## config.mk

```make
export PLATFORM = sky130hd
export DESIGN_NAME = mem_port_arbiter_flat
export DESIGN_NICKNAME = d
export VERILOG_FILES = /design/src/rtl/mem_port_arbiter_if.sv /design/src/rtl/mem_port_arbiter.sv /design/src/flat_wrapper.sv
export SDC_FILE = /design/constraint.sdc
export NUM_CORES = 1
export LEC_CHECK = 0
export ABC_AREA = 1
export BUFFER_PORTS_ARGS = -buffer_cell sky130_fd_sc_hd__buf_4
export CAP_MARGIN = 20
export CORE_MARGIN = 10
export CORE_UTILIZATION = 45
export CTS_CLUSTER_SIZE = 16
export DETAILED_ROUTE_END_ITERATION = 8
export HOLD_SLACK_MARGIN = 0.15
export PLACE_DENSITY = 0.73
export SYNTH_ARGS = -nofsm -noshare
export SYNTH_HDL_FRONTEND = slang
export SYNTH_SLANG_ARGS = --single-unit
```

## constraint.sdc

```tcl
create_clock -name clk -period 3.1 [get_ports clk]
set_input_delay 0.465 -clock clk [delete_from_list [all_inputs] [get_ports clk]]
set_output_delay 0.465 -clock clk [all_outputs]
set_load 0.01 [all_outputs]
```

## src/rtl/mem_port_arbiter_if.sv

```systemverilog
// Bundle of the two cache-controller request ports, their completion
// signals and the single-port main-memory interface served by
// mem_port_arbiter.
//   master : cores and memory model (drive requests and mem_rdata)
//   slave  : the arbiter
interface mem_port_arbiter_if #(
   parameter int unsigned MEM_ADDR_BITS = 6,
   parameter int unsigned DATA_BITS     = 8
);
   // core 0 request port
   logic                     req_0;
   logic                     we_0;
   logic [MEM_ADDR_BITS-1:0] addr_0;
   logic [DATA_BITS-1:0]     wdata_0;
   logic                     grant_0;
   logic                     ack_0;
   logic [DATA_BITS-1:0]     rdata_0;

   // core 1 request port
   logic                     req_1;
   logic                     we_1;
   logic [MEM_ADDR_BITS-1:0] addr_1;
   logic [DATA_BITS-1:0]     wdata_1;
   logic                     grant_1;
   logic                     ack_1;
   logic [DATA_BITS-1:0]     rdata_1;

   // shared main-memory port
   logic                     mem_en;
   logic                     mem_we;
   logic [MEM_ADDR_BITS-1:0] mem_addr;
   logic [DATA_BITS-1:0]     mem_wdata;
   logic [DATA_BITS-1:0]     mem_rdata;

   // statistics
   logic [7:0]               conflict_cnt;

   modport master (
      output req_0, we_0, addr_0, wdata_0,
      output req_1, we_1, addr_1, wdata_1,
      output mem_rdata,
      input  grant_0, ack_0, rdata_0,
      input  grant_1, ack_1, rdata_1,
      input  mem_en, mem_we, mem_addr, mem_wdata,
      input  conflict_cnt
   );

   modport slave (
      input  req_0, we_0, addr_0, wdata_0,
      input  req_1, we_1, addr_1, wdata_1,
      input  mem_rdata,
      output grant_0, ack_0, rdata_0,
      output grant_1, ack_1, rdata_1,
      output mem_en, mem_we, mem_addr, mem_wdata,
      output conflict_cnt
   );
endinterface

```

## src/rtl/mem_port_arbiter.sv

```systemverilog
// Two-requester round-robin arbiter serialising core 0 / core 1 reads and
// writes onto one single-port main memory. Each transaction occupies
// IDLE(arbitrate) -> ACCESS x MEM_LAT -> DONE(ack). The port just acked is
// masked for one IDLE cycle so a registered requester can drop req without
// issuing a duplicate access. All outputs come from registered state.
module mem_port_arbiter #(
   parameter int unsigned MEM_ADDR_BITS = 6,
   parameter int unsigned DATA_BITS     = 8,
   parameter int unsigned MEM_LAT       = 2   // legal range 1..15
) (
   input logic               clk,
   input logic               rst,
   mem_port_arbiter_if.slave bus
);

   localparam logic [3:0] CNT_INIT = 4'(MEM_LAT - 1);

   typedef enum logic [1:0] {
      IDLE   = 2'd0,
      ACCESS = 2'd1,
      DONE   = 2'd2
   } state_e;

   state_e                   state_q,    state_d;
   logic                     owner_q,    owner_d;     // 0 = core 0, 1 = core 1
   logic                     we_q,       we_d;
   logic [MEM_ADDR_BITS-1:0] addr_q,     addr_d;
   logic [DATA_BITS-1:0]     wdata_q,    wdata_d;
   logic [3:0]               cnt_q,      cnt_d;
   logic                     rr_last_q,  rr_last_d;
   logic [1:0]               mask_q,     mask_d;      // bit x masks core x
   logic [DATA_BITS-1:0]     rdata0_q,   rdata0_d;
   logic [DATA_BITS-1:0]     rdata1_q,   rdata1_d;
   logic [7:0]               conflict_q, conflict_d;

   logic [1:0]               elig;
   logic                     win;

   // State and datapath registers; reset aborts any transaction in flight.
   always_ff @(posedge clk) begin
      if (rst) begin
         state_q    <= IDLE;
         owner_q    <= 1'b0;
         we_q       <= 1'b0;
         addr_q     <= '0;
         wdata_q    <= '0;
         cnt_q      <= '0;
         rr_last_q  <= 1'b1;
         mask_q     <= '0;
         rdata0_q   <= '0;
         rdata1_q   <= '0;
         conflict_q <= '0;
      end else begin
         state_q    <= state_d;
         owner_q    <= owner_d;
         we_q       <= we_d;
         addr_q     <= addr_d;
         wdata_q    <= wdata_d;
         cnt_q      <= cnt_d;
         rr_last_q  <= rr_last_d;
         mask_q     <= mask_d;
         rdata0_q   <= rdata0_d;
         rdata1_q   <= rdata1_d;
         conflict_q <= conflict_d;
      end
   end

   // Arbitration, access countdown, read capture and next-state decode.
   always_comb begin
      state_d    = state_q;
      owner_d    = owner_q;
      we_d       = we_q;
      addr_d     = addr_q;
      wdata_d    = wdata_q;
      cnt_d      = cnt_q;
      rr_last_d  = rr_last_q;
      mask_d     = '0;
      rdata0_d   = rdata0_q;
      rdata1_d   = rdata1_q;
      conflict_d = conflict_q;
      elig       = {bus.req_1 & ~mask_q[1], bus.req_0 & ~mask_q[0]};
      win        = 1'b0;

      unique case (state_q)
         IDLE: begin
            if (elig != 2'b00) begin
               if (elig == 2'b11) begin
                  win = ~rr_last_q;
                  if (conflict_q != 8'hFF) begin
                     conflict_d = conflict_q + 8'd1;
                  end
               end else begin
                  win = elig[1];
               end
               owner_d   = win;
               we_d      = win ? bus.we_1    : bus.we_0;
               addr_d    = win ? bus.addr_1  : bus.addr_0;
               wdata_d   = win ? bus.wdata_1 : bus.wdata_0;
               cnt_d     = CNT_INIT;
               rr_last_d = win;
               state_d   = ACCESS;
            end
         end
         ACCESS: begin
            if (cnt_q != 4'd0) begin
               cnt_d = cnt_q - 4'd1;
            end else begin
               if (!we_q) begin
                  if (owner_q) begin
                     rdata1_d = bus.mem_rdata;
                  end else begin
                     rdata0_d = bus.mem_rdata;
                  end
               end
               state_d = DONE;
            end
         end
         DONE: begin
            mask_d  = owner_q ? 2'b10 : 2'b01;
            state_d = IDLE;
         end
         default: state_d = IDLE;
      endcase
   end

   // Output decode from registered state only; the write strobe is limited
   // to the first ACCESS cycle, which is when cnt still holds its load value.
   always_comb begin
      bus.grant_0      = (state_q == ACCESS) && !owner_q;
      bus.grant_1      = (state_q == ACCESS) &&  owner_q;
      bus.ack_0        = (state_q == DONE)   && !owner_q;
      bus.ack_1        = (state_q == DONE)   &&  owner_q;
      bus.mem_en       = (state_q == ACCESS);
      bus.mem_we       = (state_q == ACCESS) && we_q && (cnt_q == CNT_INIT);
      bus.mem_addr     = (state_q == ACCESS) ? addr_q  : '0;
      bus.mem_wdata    = (state_q == ACCESS) ? wdata_q : '0;
      bus.rdata_0      = rdata0_q;
      bus.rdata_1      = rdata1_q;
      bus.conflict_cnt = conflict_q;
   end

endmodule
```

## src/flat_wrapper.sv

```systemverilog
// flat-port wrapper written by rule: the top's interface ports become plain ports
module mem_port_arbiter_flat 
#(
   parameter int unsigned MEM_ADDR_BITS = 6,
   parameter int unsigned DATA_BITS     = 8,
   parameter int unsigned MEM_LAT       = 2                       
)
  (clk, rst, bus_req_0, bus_we_0, bus_addr_0, bus_wdata_0, bus_req_1, bus_we_1, bus_addr_1, bus_wdata_1, bus_mem_rdata, bus_grant_0, bus_ack_0, bus_rdata_0, bus_grant_1, bus_ack_1, bus_rdata_1, bus_mem_en, bus_mem_we, bus_mem_addr, bus_mem_wdata, bus_conflict_cnt);
  mem_port_arbiter_if #(.MEM_ADDR_BITS(MEM_ADDR_BITS), .DATA_BITS(DATA_BITS)) bus_i ();
  input logic clk;
  input logic rst;
  input wire logic [$bits(bus_i.req_0)-1:0] bus_req_0;
  input wire logic [$bits(bus_i.we_0)-1:0] bus_we_0;
  input wire logic [$bits(bus_i.addr_0)-1:0] bus_addr_0;
  input wire logic [$bits(bus_i.wdata_0)-1:0] bus_wdata_0;
  input wire logic [$bits(bus_i.req_1)-1:0] bus_req_1;
  input wire logic [$bits(bus_i.we_1)-1:0] bus_we_1;
  input wire logic [$bits(bus_i.addr_1)-1:0] bus_addr_1;
  input wire logic [$bits(bus_i.wdata_1)-1:0] bus_wdata_1;
  input wire logic [$bits(bus_i.mem_rdata)-1:0] bus_mem_rdata;
  output wire logic [$bits(bus_i.grant_0)-1:0] bus_grant_0;
  output wire logic [$bits(bus_i.ack_0)-1:0] bus_ack_0;
  output wire logic [$bits(bus_i.rdata_0)-1:0] bus_rdata_0;
  output wire logic [$bits(bus_i.grant_1)-1:0] bus_grant_1;
  output wire logic [$bits(bus_i.ack_1)-1:0] bus_ack_1;
  output wire logic [$bits(bus_i.rdata_1)-1:0] bus_rdata_1;
  output wire logic [$bits(bus_i.mem_en)-1:0] bus_mem_en;
  output wire logic [$bits(bus_i.mem_we)-1:0] bus_mem_we;
  output wire logic [$bits(bus_i.mem_addr)-1:0] bus_mem_addr;
  output wire logic [$bits(bus_i.mem_wdata)-1:0] bus_mem_wdata;
  output wire logic [$bits(bus_i.conflict_cnt)-1:0] bus_conflict_cnt;
  assign bus_i.req_0 = bus_req_0;
  assign bus_i.we_0 = bus_we_0;
  assign bus_i.addr_0 = bus_addr_0;
  assign bus_i.wdata_0 = bus_wdata_0;
  assign bus_i.req_1 = bus_req_1;
  assign bus_i.we_1 = bus_we_1;
  assign bus_i.addr_1 = bus_addr_1;
  assign bus_i.wdata_1 = bus_wdata_1;
  assign bus_i.mem_rdata = bus_mem_rdata;
  assign bus_grant_0 = bus_i.grant_0;
  assign bus_ack_0 = bus_i.ack_0;
  assign bus_rdata_0 = bus_i.rdata_0;
  assign bus_grant_1 = bus_i.grant_1;
  assign bus_ack_1 = bus_i.ack_1;
  assign bus_rdata_1 = bus_i.rdata_1;
  assign bus_mem_en = bus_i.mem_en;
  assign bus_mem_we = bus_i.mem_we;
  assign bus_mem_addr = bus_i.mem_addr;
  assign bus_mem_wdata = bus_i.mem_wdata;
  assign bus_conflict_cnt = bus_i.conflict_cnt;
  mem_port_arbiter #(.MEM_ADDR_BITS(MEM_ADDR_BITS), .DATA_BITS(DATA_BITS), .MEM_LAT(MEM_LAT)) u_core (.clk(clk), .rst(rst), .bus(bus_i));
endmodule
```

* Yosys cells after proc, flatten, opt, wreduce, memory -nomap -nowiden *
Cells that the tools add are included.
W data, S select, Z words.

storage, ports and cells
  register bits after elaboration = 49
  output and inout port bits = 44

operators by class
  add/subtract/negate cells = 2
  eq/ne operators = 8
  multiplexer cells = 15
  bitwise gates (word level) = 9
  reductions and logical operators = 18

operators by type and width
  cell                   number
  $mux W8                2
  $mux W6                2
  $reduce_and A4 Y1      3
  $add A8 B1 Y8 const B  1
  $mux W4                2
  $ne A8 B8 Y1 const B   1
  $pmux W4 S2            1
  $not A1 Y1             7
  $logic_and A1 B1 Y1    6
  $mux W2                3
  $eq A2 B2 Y1 const B   2
  $eq A4 B1 Y1 const B   1
  $mux W1                4
  $ne A2 B1 Y1 const B   2
  $pmux W2 S2            1
  $reduce_and A2 Y1      2
  $reduce_bool A2 Y1     2
  $reduce_bool A4 Y1     1
  $sub A4 B1 Y4 const B  1
  $reduce_and A3 Y1      1
  $and A1 B1 Y1          2
  $eq A2 B1 Y1 const B   1
  $logic_not A2 Y1       1
  $ne A2 B2 Y1 const B   1
  2 further kinds        2

* Depth between registers and ports, before layout *
Gate-level depths: netlist of the first run.

  depth in word-level cells = 7
  depth in mapped cells = 9
  mapped depth without buffers = 8

* Worst setup path after synthesis of the first run *
No wires, ideal clock.

  path type = register to output
  start = reg u_core.state_q[1]
  end = out bus_mem_addr[0]
  arrival = 1.044 ns
  data required time = 2.635 ns
  slack = 1.591 ns
  stages on the path, launching flop included = 5
  path buffers = 1
  cell sequence = dfxtp_1 nor2_8 inv_1 clkbuf_1 nor2_1

between the ends
  word-level cells in the longest chain between the ends = 2

ends and longest elaborated chain
  element                 RTL line                 RTL
  start, declared         mem_port_arbiter.sv:24   state_e state_q, state_d;
  start signal, assigned  mem_port_arbiter.sv:54   state_q <= state_d;
  $eq A2 B1 Y1            -
  net bus_mem_en          flat_wrapper.sv:27       output wire logic [$bits(bus_i.mem_en)-1:0] bus_mem_en;
  $mux W6                 mem_port_arbiter.sv:135  bus.mem_addr = (state_q == ACCESS) ? addr_q : '0;
  end, declared           flat_wrapper.sv:29       output wire logic [$bits(bus_i.mem_addr)-1:0] bus_mem_addr;

The timed path passes the listed nets, and every way through them passes these cells.

* Worst setup path after layout of the first run *
  start = reg u_core.state_q[1]
  end = out bus_mem_wdata[5]

between the ends
  word-level cells in the longest chain between the ends = 2

ends and longest elaborated chain
  element        RTL line                 RTL
  $eq A2 B1 Y1   mem_port_arbiter.sv:136  bus.mem_wdata = (state_q == ACCESS) ? wdata_q : '0;
  $mux W8        mem_port_arbiter.sv:136
  end, declared  flat_wrapper.sv:30       output wire logic [$bits(bus_i.mem_wdata)-1:0] bus_mem_wdata;

Every way passes these cells.

==> impl_metrics.py, run 1 <==
metrics = {
    "run_status": {
        "outcome": "finished clean",
    },
    "finish": {
        "final_area_um2": 3190,
        "nets": 499,
        "register_area_um2": 981,
        "multi_input_area_um2": 1110,
        "insertedDiodeCount": 0,
        "area_delta_synth_final_pct": 32.9,
        "drive_gt1_share_pct": 22.9,
        "nFillCells": 536,
    },
    "route": {
        "wl_mm": 5.84,
        "wl_per_cell_um": 11.1,
        "drc_errors": 0,
        "drt-initial-drc-count": 100,
        "num_vias": 2347,
        "final_antenna_net_count": 0,
        "dr.pass1.iters": 4,
        "vias_per_cell": 4.48,
    },
    "sta": {
        "max_clock_freq_ghz": 0.505,
        "drv_slew": 0,
        "rsz0062_at_grt": "no",
        "finalClockSkew_ns": 0.0105,
        "setup_violations": 0,
        "period_share_pct": 63.9,
        "post-route-min-period_ns": 1.98,
        "fin_tns_setup_ns": 0,
        "setup_ws_ns": 1.12,
        "worstMarginPinSlew_ns": 0.872,
        "hold_viol_final": 0,
        "slew_headroom_pct": 41.7,
    },
    "synthesis": {
        "ys_types": 24,
        "synth_cells": 372,
        "synth_seq_cells": 49,
        "yosys_warnings": 0,
        "yosysSeqAreaShare_pct": 40.9,
        "yosys.area.top_type_share_pct": 40.9,
        "syn_area_um2": 2400,
        "synth_area_leaders": "dfxtp_1, nand2_1, nor2_1",
        "yosys.area.top_type": "dfxtp_1",
        "syn_area_per_cell_um2": 6.44,
        "synth_nets": 418,
    },
    "grt": {
        "grt_overflow_total": 0,
        "antenna_found_initial": 0,
        "grt_pass1_vias": 2224,
        "grt.total_usage_pct": 13.6,
        "grt_pass1_wl_mm": 9.69,
        "grt_max_degree": 31,
    },
    "worst_setup_path": {
        "worstSetupPathType": "flop to output pin",
        "critPathSlowestCell": "dfxtp_1",
        "cp-end-kind": "output pin",
        "crit_path_max_fanout": 15,
        "setup.worst_path.start_class": "flop",
        "slowest_delay_ns": 0.47,
        "cp.arrival_ns": 1.51,
        "path_cells": "nor2_8, inv_1, nor2_1, buf_4",
        "worst_ep_required_time_ns": 2.63,
    },
    "placement": {
        "hpwl_mm": 4.46,
        "portBuffers": 85,
        "postPlaceCellArea_um2": 3070,
        "place_congestion": 0.815,
        "dp_slack_ns": 1.23,
    },
    "die": {
        "die_w_um": 93.0,
        "core_um2": 5140,
        "die-area_um2": 8650,
        "row_count": 26,
        "io_pins": 86,
        "dieHeight_um": 93.0,
        "initial_utilization_pct": 46.6,
    },
    "clock_tree": {
        "clk_path_buf_depth": 2,
        "post_cts_buffers": 0,
        "cts_tree": "done",
        "cts.clk_slew.worst_paths_ns": 0.09,
        "cts_root_buf": "clkbuf_8",
        "holdBufCountCts": 0,
        "cts_resized": 0,
        "cts_made_buffers": 5,
        "cts_max_level": 2,
        "clk_latency_ns": 0.31,
        "cts.sinks": 49,
    },
    "power_and_ir_drop": {
        "pwr_density_cell_nw_per_um2": 532,
        "ir_drop_v": 0.000261,
        "leakagePower_nw": 1.64,
    },
    "worst_hold_path": {
        "hold_class": "primary input to flop",
    },
    "flow_run": {
        "cap_viol_max_count": 0,
    },
}
==> final cells by class <==
type / count / area share [%]
Multi-Input combinational cell: 246 / 34.9
Tap cell: 70 / 2.75
Clock buffer: 7 / 2.71
Clock inverter: 1 / 0.942
Inverter: 65 / 7.66
Timing Repair Buffer: 86 / 20.3
Sequential cell: 49 / 30.8
==> logic make-up (layout without fill, tap and decap cells) <==
logic type | count (synthesis) | in the layout | share of synthesized area [%]
buffers and inverters | 77 | 159 | 12.7
AND/OR/NAND/NOR | 211 | 211 | 36.8
XOR/XNOR | 2 | 2 | 0.731
flip-flops | 49 | 49 | 40.9
adder cells (fa/ha/maj) | 4 | 4 | 2.09
AO/OA/AOI/OAI | 29 | 29 | 6.78
==> where the power goes <==
group / internal [W] / switching (W)
combinational: 0.000195 / 0.000272
clock: 0.000263 / 0.000215
sequential: 0.000706 / 0.0000456
total: 0.00116 / 0.000533
==> worst paths after layout <==
check / from / end / slack (ns) / cells after the start
max: u_core.state_q[1] / bus_mem_wdata[5] / 1.12 / 4
min: rst / u_core.bus.conflict_cnt[3] / 0.40 / 2
max reg2reg: u_core.cnt_q[0] / u_core.bus.rdata_1[0] / 1.45 / 7
min reg2reg: u_core.cnt_q[1] / u_core.cnt_q[1] / 0.47 / 2
==> cells in the final DEF, fill, tap and decap left out, drive strengths merged <==
master   n
nand2   99
a21oi    8
buf     86
nand3   11
o21ai    7
or2      1
nand4    2
xor2     2
o22ai   14
nor2    92
nor3     6
bufinv   1
clkbuf   7
inv     64
clkinv   1
ha       4
dfxtp   49
==> state kept, by name, summed over array words and instances (netlist names) <==
| name | flops |
|---|---|
| u_core.addr_q | 6 |
| u_core.wdata_q | 8 |
| u_core.mask_q | 2 |
| u_core.rr_last_q | 1 |
| u_core.owner_q | 1 |
| u_core.we_q | 1 |
| u_core.state_q | 2 |
| u_core.cnt_q | 4 |
| u_core.bus.rdata_0 | 8 |
| u_core.bus.rdata_1 | 8 |
| u_core.bus.conflict_cnt | 8 |
==> Yosys cell counts (all sizes together) <==
| cell | number |
|---|---|
| nand2 | 99 |
| nor2 | 92 |
| inv | 64 |
| dfxtp | 49 |
| o22ai | 14 |
| nand3 | 11 |
| a21oi | 8 |
| o21ai | 7 |
| buf | 6 |
| clkbuf | 6 |
| nor3 | 6 |
| ha | 4 |
| nand4 | 2 |
| xor2 | 2 |
| clkinv | 1 |
| or2 | 1 |
==> routing by layer <==
metal | track usage, % | routed length (um) | vias to the layer above
met5 | 0 | 0 | -
met4 | 3.86 | 71 | 0
met3 | 7.59 | 634 | 6
met2 | 21.4 | 2420 | 76
met1 | 15.3 | 2710 | 995
li1 | - | - | 1270
==> worst max-delay path: cells and delay by family (launching register included) <==
| family | cells | cell delay, ns |
|---|---|---|
| buffers and inverters | 2 | 0.55 |
| flip-flops | 1 | 0.47 |
| AND/OR/NAND/NOR | 2 | 0.18 |
==> stage by stage <==
step | utilization (%) | power [W] | hold slack, ns | instances
floorplan | - | 0.00107 | 0.430 | 372
global placement | 59.7 | 0.00123 | 0.445 | 516
detailed placement | 59.7 | 0.00124 | 0.451 | 516
CTS | 62.0 | 0.00172 | 0.396 | 524
global route | 62.0 | 0.00182 | 0.403 | 524
finish | 62.0 | 0.00170 | 0.398 | 524
Power figures use the tool's default switching activity.
==> run 2: changes to the inputs <==
--- a/config.mk
+++ b/config.mk
@@ -5,7 +5,7 @@
 export SDC_FILE = /design/constraint.sdc
 export NUM_CORES = 1
 export LEC_CHECK = 0
-export ABC_AREA = 1
+export ABC_AREA = 0
 export BUFFER_PORTS_ARGS = -buffer_cell sky130_fd_sc_hd__buf_4
 export CAP_MARGIN = 20
 export CORE_MARGIN = 10
@@ -13,7 +13,7 @@
 export CTS_CLUSTER_SIZE = 16
 export DETAILED_ROUTE_END_ITERATION = 8
 export HOLD_SLACK_MARGIN = 0.15
-export PLACE_DENSITY = 0.73
+export PLACE_DENSITY = 0.74
 export SYNTH_ARGS = -nofsm -noshare
 export SYNTH_HDL_FRONTEND = slang
 export SYNTH_SLANG_ARGS = --single-unit
==> constraint.sdc (replaced) <==
create_clock -name clk -period 2 [get_ports clk]
set_input_delay 0.3 -clock clk [delete_from_list [all_inputs] [get_ports clk]]
set_output_delay 0.3 -clock clk [all_outputs]
set_load 0.01 [all_outputs]
==> impl_metrics.py, run 2 <==
metrics = {
    "synthesis": {
        "yosysSeqAreaShare_pct": 43.9,
        "synth_nets": 302,
        "synth_commonest_cells": "dfxtp_1, nand2_1, nor2_1, mux2i_1, a31oi_1",
        "synth_most_common_cell": "dfxtp_1",
        "synth-edff-count": 0,
        "syn_area_per_cell_um2": 8.73,
        "yosys.area.top_type": "dfxtp_1",
        "synth_cells": 256,
        "yosys.area.top_type_share_pct": 43.9,
        "syn_area_um2": 2230,
        "synth_area_leaders": "dfxtp_1, mux2i_1, nand2_1",
        "synth_seq_cells": 49,
        "ys_types": 42,
        "yosys_warnings": 0,
        "yosys_most_used_dff": "dfxtp_1",
        "async_flop_share_pct": 0,
    },
    "route": {
        "drc_errors": 0,
        "drt-initial-drc-count": 96,
        "dr_wl_met3_um": 552,
        "num_vias": 2064,
        "wl_per_cell_um": 14.4,
        "wl_met2_mm": 2.66,
        "top_layer_used": "met4",
        "final_antenna_net_count": 0,
        "vias_per_cell": 5.02,
        "dr.pass1.iters": 4,
        "m1WireLength_mm": 2.62,
        "wl_mm": 5.90,
    },
    "worst_hold_path": {
        "hold_start": "bus_mem_rdata[6]",
        "hold_class": "primary input to flop",
    },
    "placement": {
        "postPlaceCellArea_um2": 2970,
        "portBuffers": 85,
        "hpwl_mm": 4.44,
        "place_congestion": 0.878,
    },
    "clock_tree": {
        "clk_latency_ns": 0.31,
        "cts.clk_slew.worst_paths_ns": 0.10,
        "cts_made_buffers": 5,
        "clk_path_buf_depth": 2,
        "cts_max_level": 2,
        "holdBufCountCts": 0,
        "cts.sinks": 49,
        "cts_root_buf": "clkbuf_8",
        "cts_tree": "done",
    },
    "die": {
        "initial_utilization_pct": 47.0,
        "die-area_um2": 8180,
        "row_count": 25,
        "core_um2": 4750,
        "dieHeight_um": 90.5,
        "die_w_um": 90.5,
        "io_pins": 86,
    },
    "run_status": {
        "outcome": "finished clean",
    },
    "finish": {
        "final_common_cell": "buf_4",
        "area_delta_synth_final_pct": 38.6,
        "final_area_um2": 3100,
        "final_core_util_pct": 65.2,
        "nFillCells": 416,
        "insertedDiodeCount": 0,
        "mostFrequentLayoutCells": "buf_4, dfxtp_1, nand2_1",
        "nets": 389,
        "drive_gt1_share_pct": 35.5,
    },
    "worst_setup_path": {
        "path_cells": "inv_2, ha_1, or3b_4, or4_4, buf_6, mux2i_1, nor2_1",
        "worstSetupPathType": "flop to flop",
        "slowest_delay_ns": 0.42,
        "cp-end-kind": "flop",
        "crit_path_max_fanout": 8,
        "cp_num_buf_inv": 2,
        "r2r_start": "u_core.cnt_q[1]",
        "setup.worst_path.start_class": "flop",
        "cp.arrival_ns": 2.07,
        "critPathTopFamily": "simple AND/OR/NAND/NOR gates",
        "critPathSlowestCell": "or3b_4",
        "worst_ep_required_time_ns": 2.19,
        "critPathLaunch": "u_core.cnt_q[1]",
    },
    "grt": {
        "antenna_found_initial": 0,
        "grt_pass1_wl_mm": 10.1,
        "grt.total_usage_pct": 14.5,
        "grt_pass1_vias": 2108,
        "grt_overflow_total": 0,
        "grt_max_degree": 38,
    },
    "power_and_ir_drop": {
        "report.power.total_w": 0.00240,
        "ir_drop_v": 0.000461,
        "pwr_density_cell_nw_per_um2": 775,
        "leakagePower_nw": 1.43,
    },
    "sta": {
        "hold_ws_ns": 0.231,
        "finalClockSkew_ns": 0.00874,
        "drv_slew": 0,
        "rsz0062_at_grt": "no",
        "max_clock_freq_ghz": 0.532,
        "hold_viol_final": 0,
        "setup_violations": 0,
        "fin_tns_setup_ns": 0,
        "worstMarginPinSlew_ns": 0.550,
        "post-route-min-period_ns": 1.88,
        "slew_headroom_pct": 63.0,
        "period_share_pct": 94.0,
    },
    "flow_run": {
        "cap_viol_max_count": 0,
    },
}
[run 2: changes by cell type in the layout (fill, tap and decap cells not counted), moves of 4 or more]
cell      delta
mux2i_1     +17
and2_1      +14
nor3_1       +8
o21ai_0      +7
nor2_1      -70
a31oi_1     +15
and4_1       +4
nor2_2       +7
buf_4        +7
o22ai_1     -14
a21oi_1      -4
inv_1       -58
nand2b_1     +6
nand2_1     -63
[run 2: final timing paths]
check | slack [ns] | cells past startpoint | to
min reg2reg | 0.51 | 2 | u_core.bus.conflict_cnt[1]
max | 0.12 | 7 | u_core.bus.rdata_1[4]
max reg2reg | 0.12 | 7 | u_core.bus.rdata_1[4]
min | 0.23 | 3 | u_core.bus.rdata_1[6]
[run 2: layout make-up]
cell class | instances | area [um2] | share of cell area, %
sequential | 49 | 981 | 31.7
tap | 67 | 83.8 | 2.71
clock inverter | 2 | 37.5 | 1.21
multi-input combinational | 187 | 1180 | 38.1
inverter | 6 | 22.5 | 0.727
clock buffer | 6 | 82.6 | 2.67
timing repair buffer | 94 | 709 | 22.9
[run 2: worst register-to-register path: cells and delay by family, from the launching register on]
family / cells / cell delay, ns
muxes: 1 / 0.14
adders and majority gates: 1 / 0.15
buffers and inverters: 2 / 0.24
DFF: 1 / 0.34
and+or+nand+nor: 3 / 0.90
[run 2: repair_timing]
item	CTS	global route
buffers inserted	0	0
gates resized for setup	0	4
endpoints found under the setup margin	0	23
[run 2: cell families (layout without fill, tap and decap cells)]
group | Yosys count | in the layout | share of synthesized area [%]
and+or+nand+nor | 119 | 119 | 28.9
DFF | 49 | 49 | 43.9
AOI/OAI and AO/OA | 43 | 43 | 12.0
buffers and inverters | 20 | 108 | 3.58
muxes | 19 | 19 | 8.62
adders and majority gates | 4 | 4 | 2.24
xor gates and xnor gates | 2 | 2 | 0.784
[run 2: per-stage QoR]
step	setup slack [ns]	instances
2_1_floorplan	0.168	256
6_report	0.120	411
5_1_grt	0.00966	411
3_5_place_dp	0.0643	403
3_3_place_gp	0.135	403
4_1_cts	0.0475	411
[run 2: metal layers]
layer / GRT usage (%) / vias to the layer above
met2: 22.2 / 64
met3: 7.48 / 9
met5: 0 / -
met1: 17.3 / 932
met4: 3.98 / 0
li1: - / 1059
[run 2: report_power, final]
| part | total [W] | internal [W] | leakage [nW] | switching (W) |
|---|---|---|---|---|
| Sequential | 0.00111 | 0.00106 | 0.401 | 0.0000477 |
| Combinational | 0.000549 | 0.000264 | 0.976 | 0.000284 |
| Clock | 0.000746 | 0.000407 | 0.0574 | 0.000339 |
| Total | 0.00240 | 0.00173 | 1.43 | 0.000671 |
